===== src/rtl/im_fetch_sequencer_if.sv =====
// Handshake bundle for the two low-dimensional item-memory address ports (A and B).
// The sequencer drives the master side; the item memory is the slave.
interface im_fetch_sequencer_if #(
  parameter int ImAddrWidth = 32
) ();
  logic [ImAddrWidth-1:0] lowdim_a_data;
  logic                   im_a_data_valid;
  logic                   im_a_data_ready;
  logic [ImAddrWidth-1:0] lowdim_b_data;
  logic                   im_b_data_valid;
  logic                   im_b_data_ready;

  modport master (
    output lowdim_a_data, im_a_data_valid,
    input  im_a_data_ready,
    output lowdim_b_data, im_b_data_valid,
    input  im_b_data_ready
  );

  modport slave (
    input  lowdim_a_data, im_a_data_valid,
    output im_a_data_ready,
    input  lowdim_b_data, im_b_data_valid,
    output im_b_data_ready
  );
endinterface


===== src/rtl/im_fetch_sequencer.sv =====
// Strided address sequencer (base + i*stride, i = 0..N-1) for item-memory ports A and B.
// Define IM_FETCH_SEQ_PERF_EN to add the saturating stall_cycles_o counter.
module im_fetch_sequencer #(
  parameter int ImAddrWidth = 32,
  parameter int CountWidth  = 16
) (
  input  logic                   clk_i,
  input  logic                   rst_i,
  input  logic                   clr_i,
  input  logic                   start_i,
  input  logic [CountWidth-1:0]  cfg_num_items_i,
  input  logic [ImAddrWidth-1:0] cfg_base_a_i,
  input  logic [ImAddrWidth-1:0] cfg_stride_a_i,
  input  logic [ImAddrWidth-1:0] cfg_base_b_i,
  input  logic [ImAddrWidth-1:0] cfg_stride_b_i,
  input  logic                   cfg_port_b_en_i,
  output logic                   busy_o,
  output logic                   done_o,
`ifdef IM_FETCH_SEQ_PERF_EN
  output logic [31:0]            stall_cycles_o,
`endif
  im_fetch_sequencer_if.master   mem
);

  typedef enum logic [1:0] {
    IDLE = 2'd0,
    RUN  = 2'd1,
    DONE = 2'd2
  } state_e;

  state_e                 state_r;
  state_e                 state_nxt_s;
  logic [CountWidth-1:0]  num_r;
  logic [CountWidth-1:0]  cnt_a_r;
  logic [CountWidth-1:0]  cnt_b_r;
  logic [CountWidth-1:0]  cnt_a_nxt_s;
  logic [CountWidth-1:0]  cnt_b_nxt_s;
  logic [ImAddrWidth-1:0] addr_a_r;
  logic [ImAddrWidth-1:0] addr_b_r;
  logic [ImAddrWidth-1:0] addr_a_nxt_s;
  logic [ImAddrWidth-1:0] addr_b_nxt_s;
  logic [ImAddrWidth-1:0] stride_a_r;
  logic [ImAddrWidth-1:0] stride_b_r;
  logic                   b_en_r;
  logic                   valid_a_r;
  logic                   valid_b_r;
  logic                   busy_r;
  logic                   done_r;
  logic                   hs_a_s;
  logic                   hs_b_s;
  logic                   start_ok_s;
  logic                   run_end_s;
  logic                   n_zero_s;

  assign hs_a_s     = valid_a_r & mem.im_a_data_ready;
  assign hs_b_s     = valid_b_r & mem.im_b_data_ready;
  assign start_ok_s = (state_r == IDLE) & start_i & ~clr_i;
  assign n_zero_s   = (cfg_num_items_i == {CountWidth{1'b0}});

  // Next counter/address values and FSM next state.
  always_comb begin
    cnt_a_nxt_s  = cnt_a_r;
    cnt_b_nxt_s  = cnt_b_r;
    addr_a_nxt_s = addr_a_r;
    addr_b_nxt_s = addr_b_r;
    state_nxt_s  = state_r;
    run_end_s    = 1'b0;

    if (hs_a_s) begin
      cnt_a_nxt_s  = cnt_a_r + CountWidth'(1'b1);
      addr_a_nxt_s = addr_a_r + stride_a_r;
    end else begin
      cnt_a_nxt_s  = cnt_a_r;
      addr_a_nxt_s = addr_a_r;
    end

    if (hs_b_s) begin
      cnt_b_nxt_s  = cnt_b_r + CountWidth'(1'b1);
      addr_b_nxt_s = addr_b_r + stride_b_r;
    end else begin
      cnt_b_nxt_s  = cnt_b_r;
      addr_b_nxt_s = addr_b_r;
    end

    // A disabled port B is treated as already complete.
    run_end_s = (cnt_a_nxt_s == num_r) & (~b_en_r | (cnt_b_nxt_s == num_r));

    if (clr_i) begin
      state_nxt_s = IDLE;
    end else begin
      case (state_r)
        IDLE: begin
          if (start_i) begin
            state_nxt_s = n_zero_s ? DONE : RUN;
          end else begin
            state_nxt_s = IDLE;
          end
        end
        RUN: begin
          if (run_end_s) begin
            state_nxt_s = DONE;
          end else begin
            state_nxt_s = RUN;
          end
        end
        DONE:    state_nxt_s = IDLE;
        default: state_nxt_s = IDLE;
      endcase
    end
  end

  // FSM state register plus registered status outputs.
  always_ff @(posedge clk_i or posedge rst_i) begin
    if (rst_i) begin
      state_r <= IDLE;
      busy_r  <= 1'b0;
      done_r  <= 1'b0;
    end else begin
      state_r <= state_nxt_s;
      busy_r  <= (state_nxt_s == RUN);
      done_r  <= (state_nxt_s == DONE);
    end
  end

  // Latched configuration, issue counters, address registers and valids.
  always_ff @(posedge clk_i or posedge rst_i) begin
    if (rst_i) begin
      num_r      <= {CountWidth{1'b0}};
      stride_a_r <= {ImAddrWidth{1'b0}};
      stride_b_r <= {ImAddrWidth{1'b0}};
      b_en_r     <= 1'b0;
      cnt_a_r    <= {CountWidth{1'b0}};
      cnt_b_r    <= {CountWidth{1'b0}};
      addr_a_r   <= {ImAddrWidth{1'b0}};
      addr_b_r   <= {ImAddrWidth{1'b0}};
      valid_a_r  <= 1'b0;
      valid_b_r  <= 1'b0;
    end else if (clr_i) begin
      cnt_a_r    <= {CountWidth{1'b0}};
      cnt_b_r    <= {CountWidth{1'b0}};
      addr_a_r   <= {ImAddrWidth{1'b0}};
      addr_b_r   <= {ImAddrWidth{1'b0}};
      valid_a_r  <= 1'b0;
      valid_b_r  <= 1'b0;
    end else if (start_ok_s) begin
      num_r      <= cfg_num_items_i;
      stride_a_r <= cfg_stride_a_i;
      stride_b_r <= cfg_stride_b_i;
      b_en_r     <= cfg_port_b_en_i;
      cnt_a_r    <= {CountWidth{1'b0}};
      cnt_b_r    <= {CountWidth{1'b0}};
      addr_a_r   <= cfg_base_a_i;
      addr_b_r   <= cfg_base_b_i;
      valid_a_r  <= ~n_zero_s;
      valid_b_r  <= ~n_zero_s & cfg_port_b_en_i;
    end else if (state_r == RUN) begin
      cnt_a_r    <= cnt_a_nxt_s;
      cnt_b_r    <= cnt_b_nxt_s;
      addr_a_r   <= addr_a_nxt_s;
      addr_b_r   <= addr_b_nxt_s;
      // Counters never pass num_r, so inequality means "items left".
      valid_a_r  <= (cnt_a_nxt_s != num_r);
      valid_b_r  <= b_en_r & (cnt_b_nxt_s != num_r);
    end else begin
      valid_a_r  <= 1'b0;
      valid_b_r  <= 1'b0;
    end
  end

`ifdef IM_FETCH_SEQ_PERF_EN
  logic [31:0] stall_r;
  logic        stall_s;

  assign stall_s = (valid_a_r & ~mem.im_a_data_ready) | (valid_b_r & ~mem.im_b_data_ready);

  // Saturating count of RUN cycles in which an offered address was not taken.
  always_ff @(posedge clk_i or posedge rst_i) begin
    if (rst_i) begin
      stall_r <= 32'd0;
    end else if (clr_i | start_ok_s) begin
      stall_r <= 32'd0;
    end else if ((state_r == RUN) && stall_s && (stall_r != 32'hFFFF_FFFF)) begin
      stall_r <= stall_r + 32'd1;
    end else begin
      stall_r <= stall_r;
    end
  end

  assign stall_cycles_o = stall_r;
`endif

  assign busy_o              = busy_r;
  assign done_o              = done_r;
  assign mem.lowdim_a_data   = addr_a_r;
  assign mem.im_a_data_valid = valid_a_r;
  assign mem.lowdim_b_data   = addr_b_r;
  assign mem.im_b_data_valid = valid_b_r;

endmodule

===== src/flat_wrapper.sv =====
// flat-port wrapper written by rule: the top's interface ports become plain ports
module im_fetch_sequencer_flat 
#(
  parameter int ImAddrWidth = 32,
  parameter int CountWidth  = 16
)
  (clk_i, rst_i, clr_i, start_i, cfg_num_items_i, cfg_base_a_i, cfg_stride_a_i, cfg_base_b_i, cfg_stride_b_i, cfg_port_b_en_i, busy_o, done_o, mem_lowdim_a_data, mem_im_a_data_valid, mem_im_a_data_ready, mem_lowdim_b_data, mem_im_b_data_valid, mem_im_b_data_ready);
  im_fetch_sequencer_if #(.ImAddrWidth(ImAddrWidth)) mem_i ();
  input  logic clk_i;
  input  logic rst_i;
  input  logic clr_i;
  input  logic start_i;
  input  logic [CountWidth-1:0] cfg_num_items_i;
  input  logic [ImAddrWidth-1:0] cfg_base_a_i;
  input  logic [ImAddrWidth-1:0] cfg_stride_a_i;
  input  logic [ImAddrWidth-1:0] cfg_base_b_i;
  input  logic [ImAddrWidth-1:0] cfg_stride_b_i;
  input  logic cfg_port_b_en_i;
  output logic busy_o;
  output logic done_o;
  output wire logic [$bits(mem_i.lowdim_a_data)-1:0] mem_lowdim_a_data;
  output wire logic [$bits(mem_i.im_a_data_valid)-1:0] mem_im_a_data_valid;
  input wire logic [$bits(mem_i.im_a_data_ready)-1:0] mem_im_a_data_ready;
  output wire logic [$bits(mem_i.lowdim_b_data)-1:0] mem_lowdim_b_data;
  output wire logic [$bits(mem_i.im_b_data_valid)-1:0] mem_im_b_data_valid;
  input wire logic [$bits(mem_i.im_b_data_ready)-1:0] mem_im_b_data_ready;
  assign mem_lowdim_a_data = mem_i.lowdim_a_data;
  assign mem_im_a_data_valid = mem_i.im_a_data_valid;
  assign mem_i.im_a_data_ready = mem_im_a_data_ready;
  assign mem_lowdim_b_data = mem_i.lowdim_b_data;
  assign mem_im_b_data_valid = mem_i.im_b_data_valid;
  assign mem_i.im_b_data_ready = mem_im_b_data_ready;
  im_fetch_sequencer #(.ImAddrWidth(ImAddrWidth), .CountWidth(CountWidth)) u_core (.clk_i(clk_i), .rst_i(rst_i), .clr_i(clr_i), .start_i(start_i), .cfg_num_items_i(cfg_num_items_i), .cfg_base_a_i(cfg_base_a_i), .cfg_stride_a_i(cfg_stride_a_i), .cfg_base_b_i(cfg_base_b_i), .cfg_stride_b_i(cfg_stride_b_i), .cfg_port_b_en_i(cfg_port_b_en_i), .busy_o(busy_o), .done_o(done_o), .mem(mem_i));
endmodule

===== config.mk =====
export PLATFORM = sky130hd
export DESIGN_NAME = im_fetch_sequencer_flat
export DESIGN_NICKNAME = d
export VERILOG_FILES = /design/src/rtl/im_fetch_sequencer_if.sv /design/src/rtl/im_fetch_sequencer.sv /design/src/flat_wrapper.sv
export SDC_FILE = /design/constraint.sdc
export NUM_CORES = 1
export LEC_CHECK = 0
export ABC_AREA = 0
export CORE_MARGIN = 10
export CORE_UTILIZATION = 35
export DETAILED_ROUTE_END_ITERATION = 8
export GPL_TIMING_DRIVEN = 0
export SLEW_MARGIN = 15
export SYNTH_ARGS = -nofsm -noshare
export SYNTH_HDL_FRONTEND = slang
export SYNTH_SLANG_ARGS = --single-unit

===== constraint.sdc =====
create_clock -name clk_i -period 9.5 [get_ports clk_i]
set_input_delay 1.9 -clock clk_i [delete_from_list [all_inputs] [get_ports clk_i]]
set_output_delay 1.9 -clock clk_i [all_outputs]
set_load 0.05 [all_outputs]

# == Word level (Yosys, flattened, before mapping) ==
# Cells that the tools add are included.
# op_classes
addsub,4
eq_ne,7
mux,27
bitwise_logic,11
n_reduce_logical,8
# ops
cell,n
$mux 32,8
$mux 16,8
$add 32x32->32,2
$add 16x1->16 const B,2
$eq 16x16->1,2
$ne 16x16->1,2
$logic_not 16->1,1
$reduce_bool 3->1,3
$mux 2,4
$and 1x1->1,7
$mux 1,6
$reduce_and 2->1,3
$eq 2x1->1 const B,2
$pmux 2 s2,1
$not 1->1,3
$eq 2x2->1 const B,1
$logic_not 2->1,1
$or 1x1->1,1
# word_totals
regBits,183
inputBits,151
out_inout_bits,68
elab_cells,70

# == Logic depth before layout (Yosys ltp) ==
# Gate-level depths: netlist of the first run.
# logic_depth
depth_word,9
ltp_mapped,13

# == Least setup slack after synthesis of the first run ==
# OpenSTA, ideal clock, no wires.
# synth_path
path_kind,input to register
start,in mem_im_a_data_ready
end,reg u_core.busy_r (netlist: u_core.busy_o)
required_ns,9.364
cell_stages,11
setup_ns,0.136
setup_slack_ns,5.530
arrival_time_ns,3.834
cell_sequence,nand4_2 > or2_0 > buf_2 > nor4_1 > xnor2_1 > xor2_1 > o2111ai_1 > nor4_4 > nand2_1 > a21oi_1 > nor3_1
# synth_via
elab_chain_len,8
# synth_rtl
item,line,source
from (decl),flat_wrapper.sv:23,input wire logic [$bits(mem_i.im_a_data_ready)-1:0] mem_im_a_data_ready;
$and 1x1->1,im_fetch_sequencer.sv:55,assign hs_a_s = valid_a_r & mem.im_a_data_ready;
$mux 16,im_fetch_sequencer.sv:69,if (hs_a_s) begin
$eq 16x16->1,im_fetch_sequencer.sv:86,run_end_s = (cnt_a_nxt_s == num_r) & (~b_en_r | (cnt_b_nxt_s == num_r));
$and 1x1->1,im_fetch_sequencer.sv:86,
$mux 2,im_fetch_sequencer.sv:100,if (run_end_s) begin
$pmux 2 s2,im_fetch_sequencer.sv:91,case (state_r)
$mux 2,im_fetch_sequencer.sv:88,if (clr_i) begin
$eq 2x1->1,im_fetch_sequencer.sv:120,busy_r <= (state_nxt_s == RUN);
to (signal assigned),im_fetch_sequencer.sv:120,
to (decl),im_fetch_sequencer.sv:47,logic busy_r;
# No other way between the ends.
# A chain may end at the register's enable or synchronous reset.

# == Worst setup path after layout of the first run ==
# layout_path
start,in mem_im_b_data_ready
end,reg u_core.done_r (netlist: u_core.done_o)
# layout_via
elab_chain_len,9
# layout_rtl
item,line,source
from (decl),flat_wrapper.sv:26,input wire logic [$bits(mem_i.im_b_data_ready)-1:0] mem_im_b_data_ready;
$and 1x1->1,im_fetch_sequencer.sv:56,assign hs_b_s = valid_b_r & mem.im_b_data_ready;
$mux 16,im_fetch_sequencer.sv:77,if (hs_b_s) begin
$eq 16x16->1,im_fetch_sequencer.sv:86,
$or 1x1->1,im_fetch_sequencer.sv:86,
$and 1x1->1,im_fetch_sequencer.sv:86,
$mux 2,im_fetch_sequencer.sv:100,
$pmux 2 s2,im_fetch_sequencer.sv:91,
$mux 2,im_fetch_sequencer.sv:88,
$eq 2x2->1,im_fetch_sequencer.sv:121,done_r <= (state_nxt_s == DONE);
to (signal assigned),im_fetch_sequencer.sv:121,
to (decl),im_fetch_sequencer.sv:48,logic done_r;
# No other way between the ends.

==> flow_summary.yaml, run 1 <==
outcome:
  status: "finished, final reports clean"
detailed_routing:
  drt-total-wl_mm: 43.3
  ant_nets: 0
  firstDrtPassIters: 5
  drc_errors: 0
  via_per_inst: 5.52
  wl_per_cell_um: 21.6
  vias: 11000
  drt_iter0_markers: 810
layout:
  finalInstanceArea_mm2: 0.0154
  fin_util_pct: 45.6
  syn_to_final_growth_pct: 27.8
  fin_nets: 1758
  diodes: 0
  drive_above_1_share_pct: 9.52
  fillers: 3251
  seq_area_mm2: 0.00458
  multiInputGateArea_mm2: 0.00710
yosys:
  synth.distinct_cells: 80
  yosysTopAreaCell: "dfrtp_1"
  synth_nets: 1521
  synth.top_cell.area_share_pct: 38.0
  async_flop_share_pct: 100
  synth_commonest_cells: "dfrtp_1, nand2_1, nor2_1"
  syn-instance-count: 1304
  yosysSeqAreaShare_pct: 38.0
  syn_area_per_cell_um2: 9.24
  yosys_warnings: 0
  synth_area_mm2: 0.0120
  ys_ff_latch: 183
  yosysMostFrequentCell: "dfrtp_1"
  synth_edf_count: 0
  synth_area_leaders: "dfrtp_1, mux2_2, ha_1"
  synthFlopType: "dfrtp_1"
clocking:
  cts_tree: "yes"
  cts_root_buffer: "clkbuf_16"
  cts-htree-levels: 4
  numClockSinks: 183
  postCtsHoldBufs: 0
  cts_max_path_buffers: 2
  clock_latency_ps: 460
  cts_setup_buffers: 0
  cts_resized: 0
  clk_pin_slew_ps: 80
  cts_made_buffers: 17
critical_path:
  critical_path_class: "input port to flip-flop"
  r2r_cells: 13
  worstSetupEndpointType: "flip-flop"
  critPathCapture: "u_core.done_o"
  startpoint_type: "input port"
  path_max_fanout: 6
  r2r_slack_ps: 6010
  cp-startpoint: "mem_im_b_data_ready"
  r2r-start: "u_core.mem.lowdim_b_data[0]"
  cp_data_required_time_ps: 9810
  arrival_ps: 5120
  r2r-end: "u_core.mem.lowdim_b_data[26]"
floorplan:
  die_h_um: 206
  initial_core_util_pct: 35.7
  dieArea_mm2: 0.0422
  fp.coreArea_mm2: 0.0338
  ioPinCount: 219
  dieWidth_um: 206
  std_cell_rows: 67
sta:
  rsz0062_at_grt: "false"
  skew_ps: 18.6
  setup_slack_ps: 4700
  finalMaxSlewViolations: 0
  setup_tns_ps: 0
  maxSlewHeadroom_pct: 39.1
  tightest_slew_ps: 914
  timing.fmax_mhz: 208
  hold_viol_final: 0
  finalSetupViolations: 0
  min_period_over_period_pct: 50.6
  min_period_ps: 4800
  hold_slack_ps: 511
global_routing:
  grt_usage_pct: 20.3
  first_global_vias: 11100
  grt_max_degree: 100
  grt_overflow_total: 0
  grt_pass1_wl_mm: 65.8
  antenna_found_initial: 5
pwr:
  p_comb_share_pct: 35.9
  p_leak_nw: 6.45
  sequentialPowerShare_pct: 36.2
  powerDensity_mw_per_mm2: 173
  ir_drop_mv: 0.142
  swShare_pct: 37.7
  power_switching_w: 0.00100
  p_int_w: 0.00166
  power.share.clock_pct: 27.9
placement:
  globalplace.congestion: 0.881
  place_area_mm2: 0.0148
  dpl.hpwl_mm: 33.1
  place_ws_ps: 4320
  portBuffers: 217
min_path:
  min_path_type: "flip-flop to flip-flop"
run:
  maxCapViolCount: 0
[routing by layer]
| layer | up-vias | share of wire (%) | global-route usage (%) |
|---|---|---|---|
| met2 | 350 | 46 | 32.5 |
| met1 | 5380 | 44 | 26.2 |
| met5 | - | 0.16 | 0 |
| met4 | 10 | 2.4 | 5.78 |
| li1 | 5244 | - | - |
| met3 | 63 | 7.2 | 5.76 |
[worst min-delay path by stage]
stage,from,to,cells past startpoint
2_1_floorplan,u_core.cnt_a_r[15],u_core.cnt_a_r[15],2
3_3_place_gp,u_core.cnt_a_r[15],u_core.cnt_a_r[15],2
3_5_place_dp,u_core.cnt_a_r[15],u_core.cnt_a_r[15],2
4_1_cts,u_core.cnt_a_r[15],u_core.cnt_a_r[15],2
5_1_grt,u_core.stride_b_r[10],u_core.stride_b_r[10],1
6_report,u_core.cnt_a_r[15],u_core.cnt_a_r[15],2
[sequential cells by signal, summed over array words and instances (netlist names)]
signal,flops
u_core.mem.lowdim_a_data,32
u_core.mem.lowdim_b_data,32
u_core.stride_a_r,32
u_core.stride_b_r,32
u_core.cnt_a_r,16
u_core.cnt_b_r,16
u_core.num_r,16
u_core.state_r,2
u_core.b_en_r,1
u_core.busy_o,1
u_core.done_o,1
u_core.mem.im_a_data_valid,1
u_core.mem.im_b_data_valid,1
[area by class of cell]
| cell class | instances | area share [%] |
|---|---|---|
| multi-input cells | 1025 | 46.1 |
| flip-flops and latches | 183 | 29.7 |
| repair buffers | 218 | 14.3 |
| well taps | 448 | 3.64 |
| clock buffers | 17 | 2.76 |
| plain buffers | 63 | 1.58 |
| clock inverters | 15 | 1.05 |
| inverters | 33 | 0.853 |
[logic make-up after synthesis]
kind of cell	Yosys count	share of synthesized area, %
fa+ha+maj	66	6.98
compound gates	377	20.9
buf+inv	96	3.05
simple gates	400	16.1
xor+xnor	96	6.98
flops	183	38.0
mux	86	7.95
[per-stage QoR]
stage               total power, W  cells
floorplan                  0.00161   1304
global placement           0.00191   1969
detailed placement         0.00192   1970
CTS                        0.00267   2002
global route               0.00280   2002
finish                     0.00266   2002
[cell usage in the layout, fill, tap and decap left out, drive strengths merged, types with 41 or more instances in the layout]
master / netlist / layout
ha: 64 / 64
nor2: 113 / 113
mux2: 78 / 78
dfrtp: 183 / 183
o21ai: 110 / 110
a21oi: 83 / 83
inv: 33 / 41
nand2: 129 / 129
clkbuf: 52 / 69
clkdlybuf4s50: 0 / 217
xnor2: 58 / 58
[worst max-delay path, cell delays in order]
cell and delay [ps]:
clkdlybuf4s50_1 560, nand4_1 290, nor3_1 590, nand3_1 170, xor2_1 220, xor2_1 170
o2111ai_1 190, o41ai_2 460, a32oi_1 210, nor3_1 360
[power by group through the flow]
stage | Clock, W | Combinational, W | Sequential (W)
2_1_floorplan | 0 | 0.000586 | 0.00103
3_3_place_gp | 0 | 0.000933 | 0.000975
3_5_place_dp | 0 | 0.000944 | 0.000976
4_1_cts | 0.000753 | 0.000950 | 0.000962
5_1_grt | 0.000786 | 0.00104 | 0.000975
6_report | 0.000741 | 0.000953 | 0.000963
(Power assumes the default switching activity.)
==> run 2, diff against run 1 <==
==> constraint.sdc (replaced) <==
create_clock -name clk_i -period 4.2 [get_ports clk_i]
set_input_delay 0.84 -clock clk_i [delete_from_list [all_inputs] [get_ports clk_i]]
set_output_delay 0.84 -clock clk_i [all_outputs]
set_load 0.05 [all_outputs]
==> flow_summary.yaml, run 2 (same netlist as run 1, synthesis figures left out) <==
detailed_routing:
  drc_errors: 0
  vias: 11100
  drt-total-wl_mm: 43.6
  firstDrtPassIters: 5
  via_per_inst: 5.55
  wl_per_cell_um: 21.7
  ant_nets: 0
  drt_iter0_markers: 709
sta:
  finalMaxSlewViolations: 0
  setup_tns_ps: 0
  hold_slack_ps: 510
  maxSlewHeadroom_pct: 38.0
  tightest_slew_ps: 930
  skew_ps: 18.1
  timing.fmax_mhz: 256
  min_period_ps: 3900
  setup_slack_ps: 296
  min_period_over_period_pct: 93.0
  finalSetupViolations: 0
  rsz0062_at_grt: "false"
  hold_viol_final: 0
layout:
  final_cell_mix: "clkdlybuf4s50_1, dfrtp_1, nand2_1, nor2_1, o21ai_0"
  multiInputGateArea_mm2: 0.00710
  fin_util_pct: 45.9
  syn_to_final_growth_pct: 28.7
  fin_nets: 1763
  finalInstanceArea_mm2: 0.0155
  drive_above_1_share_pct: 9.81
  seq_area_mm2: 0.00458
  final_common_cell: "clkdlybuf4s50_1"
  fillers: 3295
critical_path:
  path_max_fanout: 6
  r2r_cells: 10
  startpoint_type: "input port"
  arrival_ps: 4190
  r2r-start: "u_core.cnt_b_r[0]"
  worstSetupEndpointType: "flip-flop"
  cp_data_required_time_ps: 4490
  r2r-end: "u_core.done_o"
  r2r_slack_ps: 720
  critical_path_class: "input port to flip-flop"
outcome:
  status: "finished, final reports clean"
floorplan:
  dieWidth_um: 206
  ioPinCount: 219
  fp.coreArea_mm2: 0.0338
  std_cell_rows: 67
  die_h_um: 206
  initial_core_util_pct: 35.7
  dieArea_mm2: 0.0422
pwr:
  p_leak_nw: 6.49
  p_comb_share_pct: 36.1
  ir_drop_mv: 0.315
  power_switching_w: 0.00228
  sequentialPowerShare_pct: 36.3
  power.share.clock_pct: 27.6
  p_int_w: 0.00372
  powerDensity_mw_per_mm2: 387
  swShare_pct: 38.0
clocking:
  cts_root_buffer: "clkbuf_16"
  cts_max_path_buffers: 2
  clk_pin_slew_ps: 80
  cts_resized: 0
  cts-htree-levels: 4
  cts_setup_buffers: 0
  numClockSinks: 183
  cts_made_buffers: 17
  cts_tree: "yes"
  clock_latency_ps: 460
  postCtsHoldBufs: 0
min_path:
  holdPathEnd: "u_core.cnt_a_r[15]"
  min_path_type: "flip-flop to flip-flop"
  min_from: "u_core.cnt_a_r[15]"
  holdPathStages: 2
global_routing:
  grt_max_degree: 33
  grtUsageMet2_pct: 33.2
  grt_overflow_total: 0
  grt_util_met3_pct: 6.27
  grt_pass1_wl_mm: 66.4
  antenna_found_initial: 5
  grt_busiest_layer: "met2"
  first_global_vias: 11300
  use_met1_pct: 25.8
  grt_usage_pct: 20.5
placement:
  place_area_mm2: 0.0149
  portBuffers: 217
  globalplace.congestion: 0.902
  dpl.hpwl_mm: 33.6
  place_ws_ps: 29.7
run:
  maxCapViolCount: 0
==> run 2: cell count changes in the layout (fill, tap and decap cells not counted), moves of 2 or more <==
| cell | delta |
|---|---|
| buf_12 | +6 |
| clkinv_8 | +3 |
| inv_8 | -3 |
| diode_2 | +2 |
==> run 2: power groups by stage <==
stage / clock network (W) / logic [W] / registers (W)
3_3_place_gp: 0 / 0.00211 / 0.00221
6_report: 0.00165 / 0.00217 / 0.00218
5_1_grt: 0.00176 / 0.00237 / 0.00221
2_1_floorplan: 0 / 0.00132 / 0.00232
4_1_cts: 0.00169 / 0.00216 / 0.00218
3_5_place_dp: 0 / 0.00214 / 0.00221
==> run 2: layer usage <==
metal | wire, um | up-vias | part of all wire [%]
met2 | 20500 | 387 | 47
met3 | 3510 | 58 | 8.1
met5 | 61 | - | 0.14
met1 | 18700 | 5418 | 43
met4 | 881 | 8 | 2.0
li1 | - | 5271 | -
==> run 2: worst max-delay path by stage <==
stage / startpoint / slack, ps / end
3_5_place_dp: mem_im_b_data_ready / 30 / u_core.done_o
2_1_floorplan: u_core.mem.lowdim_b_data[0] / 920 / u_core.mem.lowdim_b_data[26]
5_1_grt: mem_im_b_data_ready / 160 / u_core.done_o
3_3_place_gp: rst_i / -760 / u_core.mem.lowdim_a_data[12]
6_report: mem_im_b_data_ready / 300 / u_core.done_o
4_1_cts: mem_im_b_data_ready / 480 / u_core.done_o
==> run 2: metrics by stage <==
step | std cells | total power (W)
floorplan | 1304 | 0.00365
global placement | 1969 | 0.00432
detailed placement | 1975 | 0.00435
CTS | 2007 | 0.00603
global route | 2007 | 0.00634
finish | 2009 | 0.00600
==> run 2: cell type report <==
| cell class | count | share of cell area [%] |
|---|---|---|
| repair buffers | 223 | 14.8 |
| multi-input cells | 1025 | 45.8 |
| diodes | 2 | 0.0323 |
| plain buffers | 63 | 1.57 |
| inverters | 33 | 0.823 |
| clock buffers | 18 | 2.83 |
| clock inverters | 14 | 1.00 |
| flip-flops and latches | 183 | 29.5 |
| well taps | 448 | 3.62 |
==> run 2: worst max-delay path: stages <==
cell and delay, ps:
clkdlybuf4s50_1 560, nand4_1 290, nor3_1 600, nand3_1 170
xor2_1 230, xor2_1 170, o2111ai_1 180, o41ai_2 480
a32oi_1 210, nor3_1 450
==> run 3, diff against run 2 <==
==> constraint.sdc (replaced) <==
create_clock -name clk_i -period 3.29 [get_ports clk_i]
set_input_delay 0.658 -clock clk_i [delete_from_list [all_inputs] [get_ports clk_i]]
set_output_delay 0.658 -clock clk_i [all_outputs]
set_load 0.05 [all_outputs]
==> flow_summary.yaml, run 3 (same netlist as run 1, synthesis figures left out) <==
sta:
  setup_slack_ps: 102
  min_period_over_period_pct: 96.9
  hold_slack_ps: 511
  timing.fmax_mhz: 314
  min_period_ps: 3190
  skew_ps: 18.4
  rsz0062_at_grt: "false"
  maxSlewHeadroom_pct: 39.4
  hold_viol_final: 0
  tightest_slew_ps: 909
  finalSetupViolations: 0
  finalMaxSlewViolations: 0
floorplan:
  initial_core_util_pct: 35.7
  dieArea_mm2: 0.0422
  die_h_um: 206
  ioPinCount: 219
  dieWidth_um: 206
  fp.coreArea_mm2: 0.0338
  std_cell_rows: 67
layout:
  final_cell_mix: "clkdlybuf4s50_1, dfrtp_1, nand2_1, nor2_1, o21ai_0"
  seq_area_mm2: 0.00458
  fillers: 3281
  fin_nets: 1769
  syn_to_final_growth_pct: 30.1
  final_common_cell: "clkdlybuf4s50_1"
  multiInputGateArea_mm2: 0.00722
  drive_above_1_share_pct: 11.3
min_path:
  min_path_type: "flip-flop to flip-flop"
global_routing:
  grt_usage_pct: 20.5
  antenna_found_initial: 5
  first_global_vias: 11300
  grt_overflow_total: 0
  grt_max_degree: 33
  grt_pass1_wl_mm: 66.4
critical_path:
  worst-path-buf-inv: 3
  worstSetupEndpointType: "flip-flop"
  cp_common_cell: "clkbuf_1"
  arrival_ps: 3530
  path_cells: "clkdlybuf4s50_1, nand2_1, nor2_1, clkbuf_1, clkbuf_1, mux2_2"
  slowest_stage: "clkbuf_1"
  path_max_fanout: 10
  startpoint_type: "input port"
  cp_data_required_time_ps: 3630
  cp_top_family: "buffers and inverters"
  critical_path_class: "input port to flip-flop"
  cpPeakStageDelay_ps: 740
detailed_routing:
  wl_per_cell_um: 21.7
  drt-total-wl_mm: 43.7
  drt_iter0_markers: 771
  via_per_inst: 5.57
  ant_nets: 0
  vias: 11200
  firstDrtPassIters: 5
  drc_errors: 0
clocking:
  cts_made_buffers: 17
  clk_pin_slew_ps: 80
  cts_max_path_buffers: 2
  numClockSinks: 183
  cts_tree: "yes"
  clock_latency_ps: 460
  cts-htree-levels: 4
  postCtsHoldBufs: 0
  cts_root_buffer: "clkbuf_16"
outcome:
  status: "finished, final reports clean"
placement:
  place_ws_ps: -698
  dpl.hpwl_mm: 33.6
  globalplace.congestion: 0.902
  portBuffers: 217
pwr:
  ir_drop_mv: 0.411
  powerDensity_mw_per_mm2: 492
  p_leak_nw: 6.62
run:
  maxCapViolCount: 0
==> run 3: cell types whose count changed in the layout (fill, tap and decap cells not counted), sizes merged <==
cell | before | now
clkbuf | 70 | 68
buf | 17 | 25
dlygate4sd2 | 0 | 1
clkdlybuf4s50 | 217 | 216
==> run 3: final cells by class <==
cell class                 instances  share of cell area (%)
multi-input combinational       1025                    46.0
sequential                       183                    29.2
timing repair buffer             231                    15.0
tap                              448                    3.58
clock buffer                      18                    2.80
buffer                            61                    1.51
clock inverter                    14                   0.990
inverter                          33                   0.814
antenna                            2                  0.0319
==> run 3: path summary, 6_finish.rpt <==
path / depth (start not counted) / slack (ps) / from / to
worst max-delay path: 6 / 100 / start_i / u_core.stride_b_r[9]
worst min-delay path: 2 / 510 / u_core.cnt_a_r[15] / u_core.cnt_a_r[15]
worst max register to register: 13 / 140 / u_core.stride_b_r[0] / u_core.mem.lowdim_b_data[30]
worst min register to register: 2 / 510 / u_core.cnt_a_r[15] / u_core.cnt_a_r[15]
max in group asynchronous: 5 / 1690 / rst_i / u_core.stride_a_r[30]
min in group asynchronous: 2 / 600 / rst_i / u_core.state_r[0]
==> run 3: per-layer routing <==
metal	global-route usage [%]	share of wire (%)	vias up	routed length [um]
met5	0	0.14	-	61
met3	6.27	7.9	54	3460
li1	-	-	5289	-
met4	5.57	1.9	8	838
met2	33.2	47	378	20500
met1	25.8	43	5493	18800
==> run 3: what timing repair did <==
item                                    CTS  global route
gates resized for setup                   7            18
setup buffers                             0             8
endpoints found under the setup margin    8            10
endpoints found under the hold margin     0             0
pin swaps                                 2            14
==> run 3: where the power goes <==
part           internal (W)  switching (W)
Sequential          0.00252       0.000266
Clock               0.00104        0.00108
Combinational       0.00121        0.00159
Total               0.00477        0.00294
==> run 3: worst min-delay path, stage by stage (launching register included) <==
cell and delay, ps:
dfrtp_1 370, nand2_1 50, o21ai_0 60
==> run 3: metrics by stage <==
step / cell area (um^2) / setup TNS [ps] / std cells / utilization [%] / power [W]
detailed placement: 14900 / -12890 / 1975 / 44.1 / 0.00556
floorplan: 12100 / 0 / 1304 / - / 0.00466
global placement: 14800 / -281910 / 1969 / 43.8 / 0.00551
CTS: 15500 / 0 / 2007 / 46.0 / 0.00771
finish: 15700 / 0 / 2015 / 46.4 / 0.00770
global route: 15700 / 0 / 2013 / 46.4 / 0.00813
==> RTL edit 1: new RTL, config.mk and constraints of run 3 <==
Re-encode `state_e` (3 states) as one-hot, 3 bits wide.
--- a/src/rtl/im_fetch_sequencer.sv
+++ b/src/rtl/im_fetch_sequencer.sv
@@ -22,10 +22,10 @@
   im_fetch_sequencer_if.master   mem
 );
 
-  typedef enum logic [1:0] {
-    IDLE = 2'd0,
-    RUN  = 2'd1,
-    DONE = 2'd2
+  typedef enum logic [2:0] {
+    IDLE = 3'b001,
+    RUN  = 3'b010,
+    DONE = 3'b100
   } state_e;
 
   state_e                 state_r;
Formal check against the unedited RTL: no difference found for any inputs over 4 cycles, from zero or initial values and one cycle with rst_i high; so few cycles prove little.
==> RTL edit 1 against run 3 <==
- worst setup slack improved by 19 ps
- core utilization increased by 1.1 points
- cell area decreased by 0.62%
- fmax increased by 0.60%
- sequential cell count increased by 1
- total power increased by 3.1%
- synthesized area decreased by 2.9%
- sequential share of layout area increased by 0.34 points
- routed wire length decreased by 4.7%
- highest routed layer unchanged
==> RTL edit 1: results <==
export IMPL_clock_power_share_pct=28.4
export IMPL_r2r_end="u_core.mem.lowdim_b_data[31]"
export IMPL_n_all_inverters=31
export IMPL_holdWs_ps=515
export IMPL_synth_compound_area_share_pct=18.4
export IMPL_synth_commonest_cells="183 x dfrtp_1, 127 x nor2_1, 111 x nand2_1"
export IMPL_final_clk_cell_share_pct=4.02
export IMPL_outcome="complete, no violations"
export IMPL_layout_nets=1727
export IMPL_tritoncts_num_buffers=17
export IMPL_grt_max_degree=34
export IMPL_antenna_found_initial=7
export IMPL_p_int_uw=5130
export IMPL_multi_input_cells=988
export IMPL_grt_pass1_wl_um=63200
export IMPL_slowest_stage="clkdlybuf4s50_1"
export IMPL_r2r_start="u_core.mem.lowdim_b_data[6]"
export IMPL_maxSlewHeadroom_pct=32.0
export IMPL_skew_ps=12.1
export IMPL_synthMuxAreaShare_pct=7.76
export IMPL_critPathRequiredTime_ps=3660
export IMPL_multi_input_area_share_pct=45.2
export IMPL_track_usage_pct=19.8
export IMPL_ff2ff_setup_slack_ps=120
export IMPL_post_cts_buffers=1
export IMPL_slowest_delay_ps=450
export IMPL_min_to="u_core.stride_b_r[11]"
export IMPL_fillCellCount=3145
export IMPL_synth_seq_cells=184
export IMPL_synthTopCellsByArea="dfrtp_1 39%, mux2_2 7.4%, ha_1 6.8%, xnor2_1 4.3%, nor2_1 4.1%"
export IMPL_num_antenna_cells=4
export IMPL_synth_xor_area_share_pct=8.09
export IMPL_seq_area_frac_synth_pct=39.4
export IMPL_cts_resized=16
export IMPL_synth_cell_types=75
export IMPL_synth_adder_area_share_pct=7.19
export IMPL_grt_pass1_vias=10584
export IMPL_p_leak_uw=0.00635
export IMPL_drive_above_1_share_pct=12.7
export IMPL_peakVddDrop_mv=0.399
export IMPL_drt_iter0_markers=702
export IMPL_globalplace_congestion=0.917
export IMPL_hold_start="u_core.stride_b_r[11]"
export IMPL_buf_share_pct=16.8
export IMPL_buffers=288
export IMPL_viasPerCell=5.40
export IMPL_clock_buffers=22
export IMPL_clk_transition_reported_paths_ps=70
export IMPL_worstHoldPathCells=1
export IMPL_synth_nets=1474
export IMPL_reg2reg_depth=12
export IMPL_wl_um=41700
export IMPL_cp_top_family="simple AND/OR/NAND/NOR gates"
export IMPL_dp_hpwl_um=31900
export IMPL_ff_latch_area_um2=4610
export IMPL_ys_async_sr_fraction_pct=100
-- RTL edit 1: worst register-to-register path, cell delays in order (launching register included) --
cell and delay [ps]:
dfrtp_1 430, ha_4 280, a211oi_2 170, o21bai_1 110, a221oi_2 390, o2111ai_4 220, a2111o_1 510, nand3_2 100
a31oi_2 100, xnor2_1 180, nor2_1 80, buf_4 150, a2111oi_4 330
-- RTL edit 1: how the worst max path moves through the flow --
stage                                start                      endpoint  cells after the start
2_1_floorplan  u_core.mem.lowdim_b_data[0]  u_core.mem.lowdim_b_data[28]                     14
3_3_place_gp                         rst_i         u_core.stride_a_r[13]                      2
3_5_place_dp                       start_i          u_core.stride_b_r[1]                      7
4_1_cts        u_core.mem.lowdim_a_data[5]  u_core.mem.lowdim_a_data[30]                     12
5_1_grt        u_core.mem.lowdim_b_data[6]  u_core.mem.lowdim_b_data[31]                     12
6_report               mem_im_a_data_ready                 u_core.done_o                     13
-- RTL edit 1: per-layer routing --
layer | vias up | GRT usage, % | routed length [um]
li1 | 5062 | - | -
met1 | 5250 | 25.0 | 18500
met2 | 262 | 32.8 | 20000
met3 | 52 | 5.05 | 2300
met4 | 10 | 5.60 | 735
met5 | - | 1.11 | 121
-- RTL edit 1: through the flow --
step | instance area [um^2] | total power, uW | instances | TNS [ps] | worst slack, ps
2_1_floorplan | 11700 | 4660 | 1257 | 0 | 130
6_report | 15600 | 7940 | 1969 | 0 | 121
3_5_place_dp | 14600 | 5540 | 1922 | -29440 | -824
3_3_place_gp | 14400 | 5500 | 1916 | -299970 | -1490
4_1_cts | 15300 | 7850 | 1955 | 0 | 2.98
5_1_grt | 15600 | 8360 | 1967 | -63.1 | -48.1
==> RTL edit 2: new RTL, config.mk and constraints of run 3 <==
Made on the original files. `CountWidth` is set to 16 in 2 places; all go to 14.
--- a/src/rtl/im_fetch_sequencer.sv
+++ b/src/rtl/im_fetch_sequencer.sv
@@ -2,7 +2,7 @@
 // Define IM_FETCH_SEQ_PERF_EN to add the saturating stall_cycles_o counter.
 module im_fetch_sequencer #(
   parameter int ImAddrWidth = 32,
-  parameter int CountWidth  = 16
+  parameter int CountWidth  = 14
 ) (
   input  logic                   clk_i,
   input  logic                   rst_i,
--- a/src/flat_wrapper.sv
+++ b/src/flat_wrapper.sv
@@ -2,7 +2,7 @@
 module im_fetch_sequencer_flat 
 #(
   parameter int ImAddrWidth = 32,
-  parameter int CountWidth  = 16
+  parameter int CountWidth  = 14
 )
   (clk_i, rst_i, clr_i, start_i, cfg_num_items_i, cfg_base_a_i, cfg_stride_a_i, cfg_base_b_i, cfg_stride_b_i, cfg_port_b_en_i, busy_o, done_o, mem_lowdim_a_data, mem_im_a_data_valid, mem_im_a_data_ready, mem_lowdim_b_data, mem_im_b_data_valid, mem_im_b_data_ready);
   im_fetch_sequencer_if #(.ImAddrWidth(ImAddrWidth)) mem_i ();
Interface: changed (resized cfg_num_items_i); port bits go from 219 to 217. The function was not compared with the original's and may differ.
==> RTL edit 2 against run 3 <==
- die area is 4.0% lower
- fmax is 1.6% higher
- critical path type unchanged
- global-route usage is 0.64 points lower
- sequential cell count is 6 lower
- combinational power is 6% lower
- synthesized area is 4.4% lower
- cell count is 3.4% lower
- largest power group is now registers
- worst setup slack better by 51 ps
- cell area is 4.3% lower
- total power is 4.3% lower
- routed wire length is 6.6% lower
==> RTL edit 2: results <==
export IMPL_synth_commonest_cells="177 x dfrtp_1, 124 x nand2_1, 99 x nor2_1"
export IMPL_clk_transition_reported_paths_ps=70
export IMPL_hold_path_class="flop to flop"
export IMPL_grt_max_degree=35
export IMPL_synthMuxAreaShare_pct=8.12
export IMPL_wl_um=40800
export IMPL_met1_usage_pct=25.9
export IMPL_cts_buffer_depth=2
export IMPL_syn_area_per_cell_um2=9.23
export IMPL_ys_flop_type="dfrtp_1"
export IMPL_drive_above_1_share_pct=9.45
export IMPL_layout_nets=1705
export IMPL_place_worst_setup_slack_ps=-570
export IMPL_avgRoutedWirePerCell_um=21.0
export IMPL_portBuffers=215
export IMPL_synth_compound_area_share_pct=20.3
export IMPL_synth_adder_area_share_pct=7.30
export IMPL_critPathMaxFanout=4
export IMPL_ys_warn_count=0
export IMPL_drt_iter0_markers=757
export IMPL_gr_usage_met2_pct=31.5
export IMPL_cp_top_family="simple AND/OR/NAND/NOR gates"
export IMPL_skew_ps=10.6
export IMPL_outcome="complete, no violations"
export IMPL_peakVddDrop_mv=0.392
export IMPL_synthTopCellsByArea="dfrtp_1 38%, mux2_2 7.4%, ha_1 7.0%, xnor2_1 4.4%, o21ai_0 4.1%"
export IMPL_grt_pass1_vias=10640
export IMPL_tightest_slew_ps=1050
export IMPL_drt_pass1_iter_count=5
export IMPL_synth_cell_types=71
export IMPL_h_tree_depth=4
export IMPL_synth_xor_area_share_pct=7.22
export IMPL_p_leak_uw=0.00624
export IMPL_synth_nets=1463
export IMPL_globalplace_congestion=0.900
export IMPL_dp_cells=1911
export IMPL_tritoncts_num_buffers=17
export IMPL_slowest_delay_ps=530
export IMPL_clk_latency_ps=450
export IMPL_seq_area_frac_synth_pct=38.4
export IMPL_slowest_stage="clkdlybuf4s50_1"
export IMPL_antenna_found_initial=2
export IMPL_viasPerCell=5.44
export IMPL_grt_pass1_wl_um=63600
export IMPL_ys_async_sr_fraction_pct=100
export IMPL_dp_hpwl_um=31500
export IMPL_worstPathArrival_ps=3470
export IMPL_grtUsageMet3_pct=4.98
export IMPL_root_buffer="clkbuf_16"
export IMPL_track_usage_pct=19.8
export IMPL_place_area_um2=14400
[RTL edit 2: cell types whose count changed in the layout (fill, tap and decap cells not counted), moves of 10 or more]
cell      delta
a31oi_1     +11
inv_1       -11
nor2_1      -13
o211ai_1    -12
o21ai_1     -10
[RTL edit 2: final timing paths]
check / from / end / slack [ps] / cells after the start
max reg2reg: u_core.mem.lowdim_a_data[0] / u_core.mem.lowdim_a_data[30] / 200 / 12
min: u_core.stride_b_r[9] / u_core.stride_b_r[9] / 520 / 1
max: mem_im_a_data_ready / u_core.done_o / 150 / 9
max in group asynchronous: rst_i / u_core.stride_b_r[10] / 2020 / 4
min in group asynchronous: rst_i / u_core.cnt_a_r[6] / 560 / 2
min reg2reg: u_core.stride_b_r[9] / u_core.stride_b_r[9] / 520 / 1
[RTL edit 2: final cells by class]
| type | count | area (um^2) |
|---|---|---|
| tap | 442 | 553 |
| clock buffer | 18 | 439 |
| multi-input combinational | 990 | 6830 |
| fill | 3145 | 17500 |
| antenna | 2 | 5.00 |
| timing repair buffer | 223 | 2290 |
| buffer | 60 | 229 |
| sequential | 177 | 4430 |
| clock inverter | 14 | 130 |
| inverter | 21 | 82.6 |
[RTL edit 2: what timing repair did]
item / CTS / global route
gates resized for setup: 2 / 10
pin swaps: 0 / 2
setup endpoints to repair: 29 / 10
buffers inserted: 0 / 2
[RTL edit 2: per-layer routing]
metal,routed length (um),vias up
li1,-,5065
met1,18500,5135
met2,18700,349
met3,2780,45
met4,857,0
met5,0,-
[RTL edit 2: cells by family after synthesis]
group           count (synthesis)
simple gates                  381
xor+xnor                       95
buf+inv                        81
fa+ha+maj                      66
compound gates                364
mux                            84
flops                         177
[RTL edit 2: where the power goes]
part           internal, uW  total (uW)  switching, uW
clock network          1070        2060            983
registers              2440        2680            244
logic                  1160        2640           1480
total                  4670        7370           2700
